## src/rtl/modport_alu.sv

```systemverilog
// modport_alu: registered ALU with arithmetic and logical command sets.
// It waits up to 16 enabled cycles for missing operands, and it uses a
// two-cycle path for the multiply commands.
module modport_alu #(
    parameter int WIDTH     = 8,
    parameter int CMD_WIDTH = 4
) (
    input  logic                 clk,
    input  logic                 rst,
    input  logic [WIDTH-1:0]     opa,
    input  logic [WIDTH-1:0]     opb,
    input  logic [CMD_WIDTH-1:0] cmd,
    input  logic [1:0]           inp_valid,
    input  logic                 ce,
    input  logic                 cin,
    input  logic                 mode,
    output logic [WIDTH+1:0]     res,
    output logic                 err,
    output logic                 oflow,
    output logic                 cout,
    output logic                 g,
    output logic                 l,
    output logic                 e
);

    localparam int SHW = (WIDTH > 1) ? $clog2(WIDTH) : 1;
    localparam int PW  = 2 * WIDTH + 2;
    localparam logic [3:0] TIMEOUT_LAST = 4'd15;

    typedef enum logic [1:0] {S_IDLE, S_WAIT, S_MUL1} state_t;

    state_t state, state_next;

    logic [WIDTH-1:0]     lat_a, lat_b;
    logic [CMD_WIDTH-1:0] lat_cmd;
    logic                 lat_mode, lat_cin;
    logic                 got_a, got_b;
    logic [3:0]           cnt;

    logic [CMD_WIDTH-1:0] sel_cmd;
    logic                 sel_mode, sel_cin;
    logic [31:0]          cmd_n;
    logic [WIDTH-1:0]     eff_a, eff_b;
    logic                 have_a, have_b, need_a, need_b;
    logic                 cmd_bad, is_mul, complete;
    logic                 do_result, do_error;

    logic [WIDTH+1:0]     alu_res;
    logic                 alu_err, alu_oflow, alu_cout, alu_g, alu_l, alu_e;
    logic [WIDTH:0]       ext_a, ext_b, sx_a, sx_b, sum_w;
    logic [WIDTH-1:0]     log_w;
    logic [2*WIDTH-1:0]   rot_w;
    logic [PW-1:0]        mul_x, mul_y, prod;
    logic [SHW-1:0]       rot_amt;
    logic                 rot_bad;

    // The command comes from the ports in IDLE and from the latched copy
    // afterwards. A newly valid operand overrides the latched one, except
    // in MUL1, where only the latched operands are used.
    always_comb begin
        sel_cmd  = (state == S_IDLE) ? cmd  : lat_cmd;
        sel_mode = (state == S_IDLE) ? mode : lat_mode;
        sel_cin  = (state == S_IDLE) ? cin  : lat_cin;
        cmd_n    = 32'(sel_cmd);
        eff_a    = (state != S_MUL1 && inp_valid[0]) ? opa : lat_a;
        eff_b    = (state != S_MUL1 && inp_valid[1]) ? opb : lat_b;
        have_a   = inp_valid[0] | ((state == S_WAIT) & got_a);
        have_b   = inp_valid[1] | ((state == S_WAIT) & got_b);
        cmd_bad  = sel_mode ? (cmd_n > 32'd12) : (cmd_n > 32'd13);
        is_mul   = sel_mode && (cmd_n == 32'd9 || cmd_n == 32'd10);
    end

    // Work out which operands the selected command actually consumes.
    always_comb begin
        need_a = 1'b1;
        need_b = 1'b1;
        if (sel_mode) begin
            case (cmd_n)
                4, 5:    need_b = 1'b0;
                6, 7:    need_a = 1'b0;
                default: ;
            endcase
        end else begin
            case (cmd_n)
                6, 8, 9:   need_b = 1'b0;
                7, 10, 11: need_a = 1'b0;
                default:   ;
            endcase
        end
        complete = (~need_a | have_a) & (~need_b | have_b);
    end

    // Combinational ALU. Every flag defaults to 0, so each result clears
    // any flag that the operation does not produce.
    always_comb begin
        alu_res   = '0;
        alu_err   = 1'b0;
        alu_oflow = 1'b0;
        alu_cout  = 1'b0;
        alu_g     = 1'b0;
        alu_l     = 1'b0;
        alu_e     = 1'b0;
        sum_w     = '0;
        log_w     = '0;
        rot_w     = '0;
        mul_x     = '0;
        mul_y     = '0;
        prod      = '0;
        ext_a     = {1'b0, eff_a};
        ext_b     = {1'b0, eff_b};
        sx_a      = {eff_a[WIDTH-1], eff_a};
        sx_b      = {eff_b[WIDTH-1], eff_b};
        rot_amt   = eff_b[SHW-1:0];
        rot_bad   = (eff_b >> SHW) != '0;
        if (cmd_bad) begin
            alu_err = 1'b1;
        end else if (sel_mode) begin
            case (cmd_n)
                0: begin sum_w = ext_a + ext_b; alu_cout = sum_w[WIDTH]; end
                1: begin sum_w = ext_a - ext_b; alu_oflow = sum_w[WIDTH]; end
                2: begin
                    sum_w = ext_a + ext_b + (WIDTH+1)'(sel_cin);
                    alu_cout = sum_w[WIDTH];
                end
                3: begin
                    sum_w = ext_a - ext_b - (WIDTH+1)'(sel_cin);
                    alu_oflow = sum_w[WIDTH];
                end
                4: begin sum_w = ext_a + (WIDTH+1)'(1); alu_cout = sum_w[WIDTH]; end
                5: begin sum_w = ext_a - (WIDTH+1)'(1); alu_oflow = sum_w[WIDTH]; end
                6: begin sum_w = ext_b + (WIDTH+1)'(1); alu_cout = sum_w[WIDTH]; end
                7: begin sum_w = ext_b - (WIDTH+1)'(1); alu_oflow = sum_w[WIDTH]; end
                8: begin
                    alu_g = eff_a > eff_b;
                    alu_l = eff_a < eff_b;
                    alu_e = eff_a == eff_b;
                end
                9: begin
                    mul_x = PW'(eff_a) + PW'(1);
                    mul_y = PW'(eff_b) + PW'(1);
                    prod  = mul_x * mul_y;
                end
                10: begin
                    mul_x = PW'({eff_a, 1'b0});
                    mul_y = PW'(eff_b);
                    prod  = mul_x * mul_y;
                end
                11: begin
                    sum_w = sx_a + sx_b;
                    alu_oflow = (eff_a[WIDTH-1] == eff_b[WIDTH-1]) &&
                                (sum_w[WIDTH-1] != eff_a[WIDTH-1]);
                end
                12: begin
                    sum_w = sx_a - sx_b;
                    alu_oflow = (eff_a[WIDTH-1] != eff_b[WIDTH-1]) &&
                                (sum_w[WIDTH-1] != eff_a[WIDTH-1]);
                end
                default: ;
            endcase
            if (cmd_n == 32'd11 || cmd_n == 32'd12) begin
                alu_g   = $signed(eff_a) > $signed(eff_b);
                alu_l   = $signed(eff_a) < $signed(eff_b);
                alu_e   = eff_a == eff_b;
                alu_res = {sum_w[WIDTH], sum_w};
            end else if (is_mul) begin
                alu_res = prod[WIDTH+1:0];
            end else if (cmd_n != 32'd8) begin
                alu_res = {1'b0, sum_w};
            end
        end else begin
            case (cmd_n)
                0:  log_w = eff_a & eff_b;
                1:  log_w = ~(eff_a & eff_b);
                2:  log_w = eff_a | eff_b;
                3:  log_w = ~(eff_a | eff_b);
                4:  log_w = eff_a ^ eff_b;
                5:  log_w = ~(eff_a ^ eff_b);
                6:  log_w = ~eff_a;
                7:  log_w = ~eff_b;
                8:  log_w = eff_a >> 1;
                9:  log_w = eff_a << 1;
                10: log_w = eff_b >> 1;
                11: log_w = eff_b << 1;
                12: begin
                    if (rot_bad) begin
                        alu_err = 1'b1;
                    end else begin
                        rot_w = {eff_a, eff_a} << rot_amt;
                        log_w = rot_w[2*WIDTH-1:WIDTH];
                    end
                end
                13: begin
                    if (rot_bad) begin
                        alu_err = 1'b1;
                    end else begin
                        rot_w = {eff_a, eff_a} >> rot_amt;
                        log_w = rot_w[WIDTH-1:0];
                    end
                end
                default: ;
            endcase
            alu_res = {2'b00, log_w};
        end
    end

    // Next-state logic and the decision whether this enabled cycle
    // publishes a computed result or a plain error.
    always_comb begin
        state_next = state;
        do_result  = 1'b0;
        do_error   = 1'b0;
        case (state)
            S_IDLE: begin
                if (cmd_bad) begin
                    do_result = 1'b1;
                end else if (inp_valid == 2'b00) begin
                    do_error = 1'b1;
                end else if (complete) begin
                    if (is_mul) begin
                        state_next = S_MUL1;
                    end else begin
                        do_result = 1'b1;
                    end
                end else begin
                    state_next = S_WAIT;
                end
            end
            S_WAIT: begin
                if (complete) begin
                    do_result  = 1'b1;
                    state_next = S_IDLE;
                end else if (cnt == TIMEOUT_LAST) begin
                    do_error   = 1'b1;
                    state_next = S_IDLE;
                end
            end
            S_MUL1: begin
                do_result  = 1'b1;
                state_next = S_IDLE;
            end
            default: state_next = S_IDLE;
        endcase
    end

    // State register, operand and command latches, and the wait counter.
    always_ff @(posedge clk) begin
        if (rst) begin
            state    <= S_IDLE;
            cnt      <= '0;
            got_a    <= 1'b0;
            got_b    <= 1'b0;
            lat_a    <= '0;
            lat_b    <= '0;
            lat_cmd  <= '0;
            lat_mode <= 1'b0;
            lat_cin  <= 1'b0;
        end else if (ce) begin
            state <= state_next;
            case (state)
                S_IDLE: begin
                    lat_cmd  <= cmd;
                    lat_mode <= mode;
                    lat_cin  <= cin;
                    got_a    <= inp_valid[0];
                    got_b    <= inp_valid[1];
                    cnt      <= '0;
                    if (inp_valid[0]) lat_a <= opa;
                    if (inp_valid[1]) lat_b <= opb;
                end
                S_WAIT: begin
                    cnt <= cnt + 4'd1;
                    if (inp_valid[0]) begin
                        lat_a <= opa;
                        got_a <= 1'b1;
                    end
                    if (inp_valid[1]) begin
                        lat_b <= opb;
                        got_b <= 1'b1;
                    end
                end
                default: ;
            endcase
        end
    end

    // Output registers. They change only when a result or an error is published.
    always_ff @(posedge clk) begin
        if (rst) begin
            res   <= '0;
            err   <= 1'b0;
            oflow <= 1'b0;
            cout  <= 1'b0;
            g     <= 1'b0;
            l     <= 1'b0;
            e     <= 1'b0;
        end else if (ce) begin
            if (do_result) begin
                res   <= alu_res;
                err   <= alu_err;
                oflow <= alu_oflow;
                cout  <= alu_cout;
                g     <= alu_g;
                l     <= alu_l;
                e     <= alu_e;
            end else if (do_error) begin
                res   <= '0;
                err   <= 1'b1;
                oflow <= 1'b0;
                cout  <= 1'b0;
                g     <= 1'b0;
                l     <= 1'b0;
                e     <= 1'b0;
            end
        end
    end

endmodule

```

## config.mk

```make
export PLATFORM = sky130hd
export DESIGN_NAME = modport_alu
export DESIGN_NICKNAME = d
export VERILOG_FILES = /design/src/rtl/modport_alu.sv
export SDC_FILE = /design/constraint.sdc
export NUM_CORES = 1
export LEC_CHECK = 0
export CAP_MARGIN = 25
export CELL_PAD_IN_SITES_DETAIL_PLACEMENT = 1
export CELL_PAD_IN_SITES_GLOBAL_PLACEMENT = 2
export CORE_MARGIN = 2
export CORE_UTILIZATION = 40
export DETAILED_ROUTE_END_ITERATION = 8
export GPL_ROUTABILITY_DRIVEN = 0
export PLACE_DENSITY_LB_ADDON = 0.1
export SLEW_MARGIN = 20
export SYNTH_ARGS = -nofsm -noshare
export SYNTH_HDL_FRONTEND = slang
export SYNTH_SLANG_ARGS = --single-unit
```

## constraint.sdc

```tcl
create_clock -name clk -period 16.6 [get_ports clk]
set_input_delay 3.32 -clock clk [delete_from_list [all_inputs] [get_ports clk]]
set_output_delay 3.32 -clock clk [all_outputs]
set_load 0.005 [all_outputs]
```

# == After elaboration in Yosys (flattened, before gate mapping) ==
# Cells that the tools add are included.
# totals
in_bits,27
register_bits,46
out_inout_bits,16
wordCells,188
# classes
n_eq_ne,29
shifts,2
n_reduce_logical,26
bitwise,17
magnitude_cmp,6
add_sub_neg,13
n_mux,77
n_mul,2
# ops
operator,n
one-hot mux 8 bit (14 select lines),1
one-hot mux 9 bit (10 select lines),1
two-way mux 10 bit,6
two-way mux 1 bit,48
NOT 8 bit,5
adder 8 x 1 -> 9 bit (second input constant),4
logical NOT 32 bit,1
two-way mux 8 bit,4
equality test 4 bit (second input constant),7
one-hot mux 10 bit (2 select lines),1
adder 8 x 8 -> 9 bit,2
subtractor 8 x 1 -> 9 bit (second input constant),2
subtractor 8 x 8 -> 9 bit,2
equality test 4 x 3 -> 1 bit (second input constant),4
greater-than comparator 8 bit,2
less-than comparator 8 bit,2
<< shifter 16 x 3 -> 16 bit,1
>> shifter 16 x 3 -> 8 bit,1
two-way mux 2 bit,6
AND reduction 3 bit,4
multiplier 9 x 9 -> 10 bit,1
!= test 2 bit (second input constant),5
adder 9 x 1 -> 9 bit,1
multiplier 8 x 8 -> 9 bit,1
36 further kinds,60

# == Depth between registers and ports, before layout ==
# depth
ltp_word,15
depth_mapped,30
depth_no_buf,28

# == Worst setup path before layout ==
# Ideal clock, no wire load.
# synth_timing
path_kind,in2reg
start,input port inp_valid[1]
end,register res[9]
required_time_ns,16.473
path_stages,25
arrival_time_ns,9.471
setup_slack_ns,7.002
path_cell_list,clkbuf_1 > inv_1 > o21ai_0 > nand2_1 > clkbuf_1 > ha_1 > xnor2_1 > nand2_1 > fa_1 > inv_1 > fa_1 > inv_1 > fa_1 > fa_1 > inv_1 > ha_1 > o21ai_0 > o21bai_1 > a21oi_1 > xnor3_1 > and3_1 > a211o_1 > and4b_1 > o21ai_1 > o211ai_1
# synth_between
elab_chain_cells,10
word_cells_on_any_way,35
cone_classes,9 x add/sub; 2 x mul; 17 x mux; 3 x bitwise; 4 x reduce/logical
# synth_lines
element,line_no,rtl
from (decl),13,"input logic [1:0] inp_valid,"
logical AND 1 bit,66,eff_b = (state != S_MUL1 && inp_valid[1]) ? opb : lat_b;
two-way mux 8 bit,66,
adder 8 x 1 -> 9 bit,"131, 140",
multiplier 9 x 9 -> 10 bit,141,prod = mul_x * mul_y;
one-hot mux 10 bit (2 select lines),118,case (cmd_n)
two-way mux 10 bit,165,end else if (is_mul) begin
two-way mux 10 bit,160,if (cmd_n == 32'd11 || cmd_n == 32'd12) begin
two-way mux 10 bit,117,end else if (sel_mode) begin
two-way mux 10 bit,115,if (cmd_bad) begin
two-way mux 10 bit,297,if (do_result) begin
to (signal assigned),298,res <= alu_res;
to (decl),17,"output logic [WIDTH+1:0] res,"
# Several ways; a longest one is shown, not always the timed one.
# A chain may end at the register's enable or synchronous reset.

# == Worst setup path in the final report ==
# layout_timing
start,input port inp_valid[1]
end,register res[7]
# layout_between
elab_chain_cells,11
word_cells_on_any_way,49
cone_classes,9 x add/sub; 2 x mul; 2 x shift; 21 x mux; 10 x bitwise; 5 x reduce/logical
# layout_lines
element
branches (longest 11 deep; another with multiplier 9 x 9 -> 10 bit)
# Several ways; the timed one is not identified.

==> impl_metrics.csv <==
group,metric,value,unit
synthesis,ys_async_sr_fraction,0,%
power_and_ir_drop,p_leak,3.87,nW
sta,tightestPinTransition,1.10,ns
sta,finalSetupViolations,0,
place,port_buffers,42,
sta,period_needed,10.88,ns
power_and_ir_drop,ir_drop,0.0381,mV
routing,routed_wl,37200,um
sta,slew_viol_final,0,
routing,vias,9490,
routing,drtPass1Iterations,6,
clock_network,numCtsBuffers,5,
global_route,grt_usage,31.4,%
power_and_ir_drop,power_density,67.4,nW/um2
routing,routedWlPerCell,25.3,um
place,placed_area,9570,um2
routing,drc,0,
power_and_ir_drop,seq_power_share,18.5,%
clock_network,cts_hold_buf,0,
clock_network,cts_resized,0,
power_and_ir_drop,p_sw_share,47.9,%
setup_path,end_kind,"flop",
sta,hold_viol,0,
clock_network,path_clk_slew,0.07,ns
min_path,min_to,"l",
synthesis,yosysSeqAreaShare,10.3,%
layout,seq_area,921,um2
floorplan,die_h,153,um
sta,slew_headroom,26.3,%
global_route,grt_pass1_wl,57900,um
global_route,antenna_found_initial,0,
floorplan,start_util,40.8,%
place,dp_hpwl,28700,um
synthesis,avgSynthCellArea,7.59,um2
floorplan,core_region_area,21900,um2
clock_network,cts_root_buf,"clkbuf_16",
routing,ant_nets,0,
power_and_ir_drop,switchingPower,0.000315,W
sta,skew,0.0100,ns
setup_path,r2r-end,"res[7]",
min_path,worstHoldPathCells,2,
setup_path,startpoint_type,"primary input",
clock_network,h-tree-depth,2,
sta,rsz0062_at_grt,"false",
synthesis,synthesis.instances,1177,
routing,dr.first_iter.drc_count,933,
setup_path,r2r-start,"state[0]",
synthesis,synth_top_area_cell,"dfxtp_1",
layout,fillers,2731,
setup_path,cp_max_fo,26,
run,maxCapViolCount,0,
outcome,status,"finished, final reports clean",
power_and_ir_drop,internal-power,0.000342,W
synthesis,synth_nets,1317,
floorplan,row_count,54,
setup_path,arrival,11.08,ns
layout,nets,1327,
power_and_ir_drop,p_comb_share,63.0,%
clock_network,cts_tree,"done",
setup_path,reg2reg_depth,27,
place,placed_cells,1460,
power_and_ir_drop,power,0.000657,W
min_path,hold_class,"flop to flop",
sta,clock.fmax,91.9,MHz
synthesis,synthFlopType,"dfxtp_1",
sta,fin_setup_tns,0,ns
global_route,grt_pass1_vias,9584,
floorplan,die_x,153,um
floorplan,ios,43,
synthesis,syn_area,8930,um2
layout,finalNonFillerCells,1468,
setup_path,critPathRequiredTime,16.79,ns
layout,diodes,0,
clock_network,cts.sinks,46,
synthesis,synth.area.top_cells,"dfxtp_1 10%, fa_1 10%, ha_1 9.5%",
layout,layout-drive-gt1-share,7.15,%
min_path,hold_start,"l",
setup_path,r2r_slack,8.40,ns
clock_network,clk_latency,0.30,ns
layout,multiInputGateArea,7340,um2
global_route,grt-ovfl-total,0,
layout,final_cell_area,9740,um2
power_and_ir_drop,p_clk_share,18.5,%
setup_path,critPathKind,"primary input to flop",
synthesis,synth_top_cell_area_share,10.3,%
sta,whs,0.460,ns
clock_network,clockBufferDepth,2,
synthesis,yosysUniqueCellTypes,90,
clock_network,post_cts_buffers,0,
sta,final.period_utilization,65.6,%
routing,via_per_inst,6.46,
synthesis,synth_edf_count,0,
synthesis,synth_warnings,0,
layout,syn2layout_area_growth,9.02,%
floorplan,fp.dieArea,23500,um2
global_route,grt_max_degree,41,
synthesis,synth-seq-cells,46,
==> routing by layer <==
metal	track usage, %	vias to the layer above	part of all wire [%]	routed length [um]
li1	-	4251	-	-
met1	44.7	4694	44	16300
met2	47.3	438	43	16100
met3	4.82	107	7.9	2920
met4	13.6	0	4.9	1840
met5	0	-	0	0
==> metrics by stage <==
step,worst slack (ns),util [%]
after floorplan,7.00,-
after global placement,5.75,43.7
after detailed placement,5.53,43.7
after CTS,5.83,44.5
after global routing,5.37,44.5
final,5.72,44.5
==> final cells by class <==
class                           instances  share of cell area (%)
Clock buffer                            5                    1.28
Clock inverter                          3                   0.450
Inverter                              105                    4.06
Multi-Input combinational cell        968                    75.4
Sequential cell                        46                    9.45
Tap cell                              280                    3.60
Timing Repair Buffer                   61                    5.75
==> placed cells by master (no fill, tap or decap), types with 6 or more instances in the layout <==
cell type and n:
a22oi_1 25, a21oi_1 77, nand2b_1 10, ha_1 68, inv_2 8, a21o_1 10, fa_1 45, nand4_1 10
mux2_2 6, a211oi_1 11, o211ai_1 13, a211o_1 9, mux4_2 16, a221oi_1 11, nor3_1 13, nor4_1 8
nor2b_1 9, nand2_1 150, nand3_1 50, o31ai_1 6, nor2_1 90, inv_1 93, and2_1 17, clkdlybuf4s50_1 42
o22ai_1 27, xnor2_1 64, o21a_1 12, o21ai_1 6, nor3b_1 6, mux2i_1 21, buf_4 18, a22o_1 7
and3_1 9, dfxtp_1 46, o21bai_1 6, xor2_1 13, o21ai_0 43
==> worst max-delay path, cell delays in order <==
cell	delay (ns)
clkdlybuf4s50_1	0.45
buf_4	0.26
inv_1	0.19
o21ai_1	0.15
and2_1	0.12
buf_4	0.31
clkinv_2	0.39
ha_1	0.42
xnor2_1	0.72
nand2_1	0.17
fa_1	0.57
inv_1	0.05
fa_1	0.45
ha_1	0.29
inv_1	0.06
fa_1	0.60
inv_1	0.07
ha_1	0.30
a21o_1	0.18
a21oi_1	0.17
xor2_1	0.27
o22ai_1	0.12
a221o_1	0.31
a21oi_1	0.23
o221ai_1	0.18
or4_1	0.50
a22o_1	0.19
==> how the worst max path moves through the flow <==
stage | end | cells past startpoint | start
2_1_floorplan | res[9] | 25 | inp_valid[1]
3_3_place_gp | res[7] | 27 | inp_valid[1]
3_5_place_dp | res[7] | 27 | inp_valid[1]
4_1_cts | res[7] | 27 | inp_valid[1]
5_1_grt | res[7] | 27 | inp_valid[1]
6_report | res[7] | 27 | inp_valid[1]
==> state kept, by name, summed over array words and instances, names as in the netlist <==
name / count
res: 10
lat_a: 8
lat_b: 8
cnt: 4
lat_cmd: 4
state: 2
cout: 1
e: 1
err: 1
g: 1
got_a: 1
got_b: 1
l: 1
lat_cin: 1
lat_mode: 1
oflow: 1
==> power by group through the flow <==
stage,clock (W),combinational (W),sequential (W)
after global routing,0.000127,0.000451,0.000123
after detailed placement,0,0.000406,0.000124
after global placement,0,0.000399,0.000124
final,0.000122,0.000414,0.000122
after floorplan,0,0.000281,0.000122
after CTS,0.000124,0.000409,0.000122
==> logic make-up after synthesis <==
logic type               share of synthesized area [%]
AO/OA/AOI/OAI                                     25.1
flip-flops                                        10.3
multiplexers                                      7.31
AND/OR/NAND/NOR                                   21.9
adder cells (fa/ha/maj)                           19.6
XOR/XNOR                                          8.30
buffers and inverters                             7.49
==> Yosys cell counts (all sizes together), types with 29 or more instances <==
master / n
nand2: 153
inv: 101
dfxtp: 46
clkbuf: 29
a21oi: 80
nor2: 91
ha: 68
buf: 29
xnor2: 64
o21ai: 53
fa: 45
nand3: 50
Note: power is estimated with default switching activity, not from simulation.
